## src/rtl/ex_operand_stage_pkg.sv

```systemverilog
// Shared widths, ALU function codes and forwarding-select encoding for the EX operand stage.
package ex_operand_stage_pkg;

  localparam int unsigned WORD_SIZE  = 16;
  localparam int unsigned REG_ADDR_W = 2;

  // ALU FUNC codes as presented on the ALU op input.
  typedef enum logic [2:0] {
    FUNC_ADD = 3'd0,
    FUNC_SUB = 3'd1,
    FUNC_AND = 3'd2,
    FUNC_ORR = 3'd3,
    FUNC_NOT = 3'd4,
    FUNC_TCP = 3'd5,
    FUNC_SHL = 3'd6,
    FUNC_SHR = 3'd7
  } func_e;

  // Source chosen for one operand after hazard resolution.
  typedef enum logic [1:0] {
    FWD_REG   = 2'd0,
    FWD_MEMWB = 2'd1,
    FWD_EXMEM = 2'd2
  } fwd_sel_e;

endpackage

```

## src/rtl/ex_operand_stage_forward_mux.sv

```systemverilog
// Operand forwarding mux: picks EX/MEM, then MEM/WB, then the latched register value.
module forward_mux #(
  parameter int unsigned WORD_SIZE  = ex_operand_stage_pkg::WORD_SIZE,
  parameter int unsigned REG_ADDR_W = ex_operand_stage_pkg::REG_ADDR_W
) (
  input  logic [REG_ADDR_W-1:0] spec,
  input  logic                  use_bit,
  input  logic [WORD_SIZE-1:0]  latched,
  input  logic                  exmem_reg_write,
  input  logic [REG_ADDR_W-1:0] exmem_rd,
  input  logic [WORD_SIZE-1:0]  exmem_result,
  input  logic                  memwb_reg_write,
  input  logic [REG_ADDR_W-1:0] memwb_rd,
  input  logic [WORD_SIZE-1:0]  memwb_result,
  output logic [WORD_SIZE-1:0]  value
);
  import ex_operand_stage_pkg::*;

  fwd_sel_e sel;

  // Select the youngest matching producer; operands not read by the instruction never forward.
  always_comb begin
    sel = FWD_REG;
    if (use_bit && exmem_reg_write && (exmem_rd == spec))
      sel = FWD_EXMEM;
    else if (use_bit && memwb_reg_write && (memwb_rd == spec))
      sel = FWD_MEMWB;
  end

  // Drive the operand value from the selected source.
  always_comb begin
    value = latched;
    case (sel)
      FWD_EXMEM: value = exmem_result;
      FWD_MEMWB: value = memwb_result;
      default:   value = latched;
    endcase
  end

endmodule

```

## src/rtl/ex_operand_stage.sv

```systemverilog
// ID/EX pipeline register with operand forwarding and load-use hazard detection.
module ex_operand_stage #(
  parameter int unsigned WORD_SIZE  = ex_operand_stage_pkg::WORD_SIZE,
  parameter int unsigned REG_ADDR_W = ex_operand_stage_pkg::REG_ADDR_W
) (
  input  logic                  clk,
  input  logic                  reset,
  input  logic                  id_valid,
  input  logic [REG_ADDR_W-1:0] id_rs,
  input  logic [REG_ADDR_W-1:0] id_rt,
  input  logic [REG_ADDR_W-1:0] id_rd,
  input  logic                  id_use_rs,
  input  logic                  id_use_rt,
  input  logic [WORD_SIZE-1:0]  id_rs_data,
  input  logic [WORD_SIZE-1:0]  id_rt_data,
  input  logic [WORD_SIZE-1:0]  id_imm,
  input  logic                  id_use_imm,
  input  logic [2:0]            id_alu_op,
  input  logic                  id_reg_write,
  input  logic                  id_mem_read,
  input  logic                  stall,
  input  logic                  flush,
  input  logic                  exmem_reg_write,
  input  logic [REG_ADDR_W-1:0] exmem_rd,
  input  logic [WORD_SIZE-1:0]  exmem_result,
  input  logic                  memwb_reg_write,
  input  logic [REG_ADDR_W-1:0] memwb_rd,
  input  logic [WORD_SIZE-1:0]  memwb_result,
  output logic                  ex_valid,
  output logic                  ex_reg_write,
  output logic                  ex_mem_read,
  output logic [REG_ADDR_W-1:0] ex_rd,
  output logic [2:0]            ex_alu_op,
  output logic [WORD_SIZE-1:0]  ex_in1,
  output logic [WORD_SIZE-1:0]  ex_in2,
  output logic [WORD_SIZE-1:0]  ex_store_data,
  output logic                  load_use_stall
);
  import ex_operand_stage_pkg::*;

  logic                  valid_q;
  logic [REG_ADDR_W-1:0] rs_q;
  logic [REG_ADDR_W-1:0] rt_q;
  logic [REG_ADDR_W-1:0] rd_q;
  logic                  use_rs_q;
  logic                  use_rt_q;
  logic                  use_imm_q;
  logic [WORD_SIZE-1:0]  rs_val_q;
  logic [WORD_SIZE-1:0]  rt_val_q;
  logic [WORD_SIZE-1:0]  imm_q;
  func_e                 alu_op_q;
  logic                  reg_write_q;
  logic                  mem_read_q;

  logic [WORD_SIZE-1:0]  rs_fwd;
  logic [WORD_SIZE-1:0]  rt_fwd;

  forward_mux #(
    .WORD_SIZE  (WORD_SIZE),
    .REG_ADDR_W (REG_ADDR_W)
  ) u_fwd_rs (
    .spec            (rs_q),
    .use_bit         (use_rs_q),
    .latched         (rs_val_q),
    .exmem_reg_write (exmem_reg_write),
    .exmem_rd        (exmem_rd),
    .exmem_result    (exmem_result),
    .memwb_reg_write (memwb_reg_write),
    .memwb_rd        (memwb_rd),
    .memwb_result    (memwb_result),
    .value           (rs_fwd)
  );

  forward_mux #(
    .WORD_SIZE  (WORD_SIZE),
    .REG_ADDR_W (REG_ADDR_W)
  ) u_fwd_rt (
    .spec            (rt_q),
    .use_bit         (use_rt_q),
    .latched         (rt_val_q),
    .exmem_reg_write (exmem_reg_write),
    .exmem_rd        (exmem_rd),
    .exmem_result    (exmem_result),
    .memwb_reg_write (memwb_reg_write),
    .memwb_rd        (memwb_rd),
    .memwb_result    (memwb_result),
    .value           (rt_fwd)
  );

  // Load-use hazard: a valid load in EX writes a register the ID instruction reads.
  // An immediate-form instruction does not read rt, so it cannot hazard on it.
  always_comb begin
    load_use_stall = valid_q && mem_read_q && reg_write_q && id_valid &&
                     ((id_use_rs && (id_rs == rd_q)) ||
                      (id_use_rt && !id_use_imm && (id_rt == rd_q)));
  end

  // Pipeline register update: reset > flush > stall > load-use bubble > load.
  always_ff @(posedge clk) begin
    if (reset || flush || (!stall && load_use_stall)) begin
      valid_q     <= 1'b0;
      rs_q        <= '0;
      rt_q        <= '0;
      rd_q        <= '0;
      use_rs_q    <= 1'b0;
      use_rt_q    <= 1'b0;
      use_imm_q   <= 1'b0;
      rs_val_q    <= '0;
      rt_val_q    <= '0;
      imm_q       <= '0;
      alu_op_q    <= FUNC_ADD;
      reg_write_q <= 1'b0;
      mem_read_q  <= 1'b0;
    end else if (stall) begin
      // Fold any result retiring during the hold into the latched operands,
      // since its producer will have left EX/MEM and MEM/WB by release time.
      rs_val_q <= rs_fwd;
      rt_val_q <= rt_fwd;
    end else begin
      valid_q     <= id_valid;
      rs_q        <= id_rs;
      rt_q        <= id_rt;
      rd_q        <= id_rd;
      use_rs_q    <= id_use_rs;
      use_rt_q    <= id_use_rt;
      use_imm_q   <= id_use_imm;
      rs_val_q    <= id_rs_data;
      rt_val_q    <= id_rt_data;
      imm_q       <= id_imm;
      alu_op_q    <= func_e'(id_alu_op);
      reg_write_q <= id_reg_write;
      mem_read_q  <= id_mem_read;
    end
  end

  // Present registered control and forwarded operands to the ALU and memory stage.
  always_comb begin
    ex_valid      = valid_q;
    ex_reg_write  = reg_write_q;
    ex_mem_read   = mem_read_q;
    ex_rd         = rd_q;
    ex_alu_op     = alu_op_q;
    ex_in1        = rs_fwd;
    ex_in2        = use_imm_q ? imm_q : rt_fwd;
    ex_store_data = rt_fwd;
  end

endmodule

```

## config.mk

```make
export PLATFORM = sky130hd
export DESIGN_NAME = ex_operand_stage
export DESIGN_NICKNAME = d
export VERILOG_FILES = /design/src/rtl/ex_operand_stage_pkg.sv /design/src/rtl/ex_operand_stage_forward_mux.sv /design/src/rtl/ex_operand_stage.sv
export SDC_FILE = /design/constraint.sdc
export NUM_CORES = 1
export LEC_CHECK = 0
export CORE_MARGIN = 1.5
export CORE_UTILIZATION = 30
export DETAILED_ROUTE_END_ITERATION = 12
export SYNTH_ARGS = -nofsm -noshare
export SYNTH_HDL_FRONTEND = slang
export SYNTH_SLANG_ARGS = --single-unit
```

## constraint.sdc

```tcl
create_clock -name clk -period 2.7 [get_ports clk]
set_input_delay 0.405 -clock clk [delete_from_list [all_inputs] [get_ports clk]]
set_output_delay 0.405 -clock clk [all_outputs]
set_load 0.05 [all_outputs]
```

=== Word level (Yosys, flattened, before mapping) ===
Index checks and enable logic that the tools add are counted.

* Mux-type cells: 9
* Shift operators: 0
* Equal/unequal tests: 10
* Reduce and logical (&&, ||, !) cells: 21
* $lt $le $gt $ge: 0
* Bitwise gates (word level): 0
* $mul: 0
* $add $sub $neg: 0
* Divide/modulo/power cells: 0

{| class="wikitable"
|+ Operators with widths
! cell !! number
|-
| $pmux 16 s2 || 2
|-
| $mux 16 || 3
|-
| $logic_and 1x1->1 || 16
|-
| $eq 2x2->1 || 6
|-
| $eq 2x1->1 const B || 2
|-
| $eq 2x2->1 const B || 2
|-
| $mux 2 || 2
|-
| $logic_or 1x1->1 || 3
|-
| $logic_not 1->1 || 2
|-
| $mux 1 || 2
|}

* Bits in read-only memories: 0
* Latch bits: 0
* Word-level logic and storage cells: 53
* Output and inout port bits: 57
* Bits in writable memories: 0
* Register bits: 63
* Memories kept: 0
* Bits of input ports: 105

=== Longest topological paths before layout ===
* Depth after elaboration: 7
* Depth in mapped cells: 6
* Mapped depth without buffers: 4

=== Hierarchy ===
From an unflattened synthesis, not the netlist that was laid out.

* Cells, all modules: 340
* Area, all modules: 3395.8 um^2

{| class="wikitable"
|+ Modules (own cells, without submodules)
! module !! seq. area each (um^2) !! times used !! cells each !! area each (um^2)
|-
| ex_operand_stage || 1261.2 || 1 || 170 || 2209.6
|-
| forward_mux || 0.0 || 2 || 85 || 593.1
|}

=== Worst setup path after synthesis ===
No wires, ideal clock.

* Kind: input-to-output
* Start: in exmem_rd[0]
* End: out ex_in2[11]
* Path slack: -0.227 ns
* Arrival time: 2.522 ns
* Path buffers: 1
* Stages on the path: 5
* Cell sequence: xor2_1 -> or3_1 -> buf_4 -> a31oi_1 -> mux2_2

* Longest elaborated chain between the ends: 6
* Elaborated cells between the ends (all ways): 7
* Those cells by class: 3 x eq/ne; 3 x mux; 1 x reduce/logical

{| class="wikitable"
|+ RTL lines
! what !! RTL line !! text
|-
| from (decl) || ex_operand_stage.sv:24 || <nowiki>input logic [REG_ADDR_W-1:0] exmem_rd,</nowiki>
|-
| $eq 2x2->1 * || ex_operand_stage_forward_mux.sv:24 || <nowiki>if (use_bit && exmem_reg_write && (exmem_rd == spec))</nowiki>
|-
| $logic_and 1x1->1 * || ex_operand_stage_forward_mux.sv:24 ||
|-
| $mux 2 * || ex_operand_stage_forward_mux.sv:24 ||
|-
| $eq 2x1->1 / $eq 2x2->1 (equally long branches) || ex_operand_stage_forward_mux.sv:33 || <nowiki>case (sel)</nowiki>
|-
| $pmux 16 s2 * || ex_operand_stage_forward_mux.sv:33 ||
|-
| net ex_store_data[11] || ex_operand_stage.sv:36 || <nowiki>output logic [WORD_SIZE-1:0] ex_store_data,</nowiki>
|-
| $mux 16 * || ex_operand_stage.sv:144 || <nowiki>ex_in2 = use_imm_q ? imm_q : rt_fwd;</nowiki>
|-
| to (decl) || ex_operand_stage.sv:35 || <nowiki>output logic [WORD_SIZE-1:0] ex_in2,</nowiki>
|}

The timed path passes the listed nets; every way through them passes the cells marked *.

=== Worst setup path in the final report ===
* Start: in exmem_rd[0]
* End: out ex_in2[12]

* Longest elaborated chain between the ends: 6
* Elaborated cells between the ends (all ways): 7
* Those cells by class: 3 x eq/ne; 3 x mux; 1 x reduce/logical

{| class="wikitable"
|+ RTL lines
! what !! RTL line
|-
| $eq 2x2->1 * || ex_operand_stage_forward_mux.sv:24
|-
| $logic_and 1x1->1 * || ex_operand_stage_forward_mux.sv:24
|-
| $mux 2 * || ex_operand_stage_forward_mux.sv:24
|-
| $eq 2x1->1 / $eq 2x2->1 (equally long branches) || ex_operand_stage_forward_mux.sv:33
|-
| $pmux 16 s2 * || ex_operand_stage_forward_mux.sv:33
|-
| $mux 16 * || ex_operand_stage.sv:144
|}

Every way passes the cells marked *; elsewhere a longest branch is shown, timed or not.

==> summary.md <==
| Metric | Value |
|---|---|
| Outcome | complete, no violations |
| Synth Instances | 340 |
| Syn Area/Cell | 10.3 µm² |
| Final wirelength | 12.9 mm |
| Worst Path Required | 2.30 ns |
| Post-CTS Setup Repair Bufs | 0 |
| Largest cells by area after synthesis | dfxtp_1, a22o_1, or4b_1 |
| Setup tns final | 0 ns |
| Number of synthesized flops with an enable pin | 0 |
| Fin area | roughly 6200 µm² |
| Power share of the combinational group | 0.241 |
| P&R area growth vs syn | 77.9% |
| Sw frac | 0.282 |
| Area leader, netlist | dfxtp_1 |
| Area of the mapped netlist | ~3500 µm² |
| Reg2reg setup slack | 0.79 ns |
| Primary FF master, synth | dfxtp_1 |
| Post-synth top area share | 0.359 |
| Seq/Total Area, Yosys | 0.359 |
| CTS tree | yes |
| Synth Net Count | 445 |
| Post-synthesis mux area share | 0.0513 |
| Dpl hpwl | about 9.7 mm |
| Area post-placement | 5620 µm² |
| Core area | 11,400 µm² |
| Clk slew on worst S/H paths | roughly 0.05 ns |
| Area occupied by multi-input gates | ~2300 µm² |
| HP Class | flop to flop |
| RSZ-0062 raised after global routing | true |
| CP Capture Type | output port |
| Hold-fix buffers, CTS | 0 |
| Slew @ Worst Pin | roughly 0.8 ns |
| Antenna-violating nets left | 0 |
| WP data arrival | 2.27 ns |
| Final GP Congestion | between 0.7 and 0.8 |
| Cell count of the worst reg-to-reg path | 7 |
| Starting Density | 0.307 |
| Finish-stage setup viols | 0 |
| Largest family of logic cells by synthesized area | compound AO/OA/AOI/OAI gates |
| Initial antenna violation count | 1 |
| Synth Area in Simple Gates | 0.172 |
| Final Slew Violations | 0 |
| Power Density | around 460 nW/µm² |
| Synth unique cells | 25 |
| Asr flop ratio synth | 0 |
| Max Cap Violations | 0 |
| Worst vdd ir | 0.000359 V |
| Max Fclk | between 300 and 400 MHz |
| Wire per inst | around 19 µm |
| Fin crit share | 0.990 |
| # fillers | 1,040 |
| Hold Violations, Final | 0 |
| R2R Path Start | rt_q[0] |
| TritonCTS Buffers | 9 |
| CP startpoint kind | input port |
| Part of the power in registers | 0.343 |
| Commonest cells in the netlist | a22o_1, dfxtp_1, nor4_1, o31ai_1 |
| IO Count | ~160 |
| CTS max path bufs | 2 |
| Storage element area | between 1000 and 1500 µm² |
| Reg-to-reg endpoint | rt_val_q[10] |
| Total number of yosys warnings | 0 |
| Clock skew | roughly 0.0045 ns |
| Crit Path Category | input port to output port |
| Tmin final | between 2 and 3 ns |
| Clock network fraction of design power | 0.416 |
| Relative slew slack | 0.474 |
| Vias in the first global route | about 3,900 |
| Internal | about 2 mW |
| Vias | between 3,000 and 4,000 |
| Die outline height | 111 µm |
| Total Nets Final | 643 |
| Worst-path maximum fanout | 16 |
| Router iterations before antenna repair | 4 |
| Overflow after GRT | 0 |
| Switch Pwr | 808 µW |
| First-pass GRT wire length | between 15 and 20 mm |
| H-tree depth | 3 |
| XOR/XNOR Fraction of Synth Area | 0.0299 |
| Layout cell share with drive strength beyond 1 | 0.378 |
| Crit path launch | exmem_rd[0] |
| Sink Count | 63 |
| Root buffer cell | clkbuf_16 |
| DRC errors left | 0 |
| Largest net degree at the start of global routing | between 40 and 50 |
| # rows | 39 |
| Diode count | 0 |
| Overall routing resource usage | 0.204 |
| Die width | around 110 µm |
| Yosys reg bits | between 60 and 70 |
| Worst setup path endpoint | ex_in2[12] |
| Die area | roughly 12,000 µm² |
| Compound-gate portion of the synthesized area | 0.331 |
| Clk Latency, worst-skew pair | 0.33 ns |
| Buffers on Ports | around 160 |
| LEAKAGE | about 2.3 nW |
| Via density | 5.46 |
| 1st-iter DRT viols | about 140 |
| Synth Area in Adders | 0 |
worst max-delay path, stage by stage:
cell	delay (ns)
clkdlybuf4s50_1	0.45
xor2_1	0.17
or3_1	0.42
buf_12	0.19
a31oi_2	0.24
mux2_2	0.19
buf_4	0.19
worst min-delay path by stage:
stage                         start         to  slack [ns]  cells past startpoint
after global placement    imm_q[15]  imm_q[15]        0.45                      1
after CTS                 imm_q[13]  imm_q[13]        0.47                      1
after global routing       imm_q[5]   imm_q[5]        0.48                      1
after floorplan            imm_q[0]   imm_q[0]        0.44                      1
after detailed placement  imm_q[13]  imm_q[13]        0.45                      1
final                     imm_q[15]  imm_q[15]        0.47                      1
layout by cell type (no fill, tap or decap), drive strengths merged:
master,instances
a22o,63
a31oi,32
buf,118
bufinv,1
clkbuf,11
clkdlybuf4s50,110
clkinv,3
clkinvlp,1
dfxtp,63
dlygate4sd2,2
inv,1
mux2,16
nand2,4
nand2b,1
nand4,1
nor3,1
nor3b,1
nor4,34
o31ai,32
or2,1
or3,3
or4b,32
xor2,12
cell families after synthesis:
family                 after synthesis
multiplexers                        16
buffers and inverters               44
XOR/XNOR                            12
AO/OA/AOI/OAI                      127
flip-flops                          63
AND/OR/NAND/NOR                     78
per-layer routing:
metal  vias up  routed length [µm]  global-route usage
met5         -                   0                   0
met4         0                 128              0.0549
met3        11                 844              0.0645
met2       119                6390               0.358
met1      1811                5580               0.237
li1       1803                   -                   -
stage by stage:
| stage | std cells | utilization | hold WS, ns | worst slack, ns | power, mW |
|---|---|---|---|---|---|
| 2_1_floorplan | 340 | - | 0.437 | -0.227 | 1.31 |
| 4_1_cts | 686 | 0.539 | 0.471 | 0.00359 | 2.89 |
| 5_1_grt | 686 | 0.547 | 0.483 | -0.0421 | 2.96 |
| 3_5_place_dp | 670 | 0.492 | 0.450 | -0.190 | 1.66 |
| 6_report | 686 | 0.547 | 0.469 | 0.0281 | 2.87 |
| 3_3_place_gp | 670 | 0.492 | 0.452 | -0.139 | 1.65 |
layout make-up:
| class | instances | area share |
|---|---|---|
| tap | 143 | 0.0286 |
| multi-input combinational | 233 | 0.370 |
| clock buffer | 11 | 0.0405 |
| sequential | 63 | 0.202 |
| inverter | 1 | 0.000601 |
| timing repair buffer | 230 | 0.350 |
| clock inverter | 5 | 0.00901 |
registers in the layout (all words and copies together), names as in the netlist:
name,count
ex_alu_op,3
ex_mem_read,1
ex_rd,2
ex_reg_write,1
ex_valid,1
imm_q,16
rs_q,2
rs_val_q,16
rt_q,2
rt_val_q,16
use_imm_q,1
use_rs_q,1
use_rt_q,1
power groups by stage:
| stage | logic [mW] | registers, mW | clock network, mW |
|---|---|---|---|
| after floorplan | 0.306 | 1.01 | 0 |
| after global placement | 0.647 | 1.00 | 0 |
| after detailed placement | 0.654 | 1.00 | 0 |
| after CTS | 0.681 | 0.982 | 1.23 |
| after global routing | 0.728 | 0.986 | 1.25 |
| final | 0.691 | 0.982 | 1.19 |
what timing repair did:
action,CTS,global route
gates resized for setup,47,20
endpoints found under the setup margin,48,22
pin swaps,3,0
Note: power is estimated with default switching activity, not from simulation.
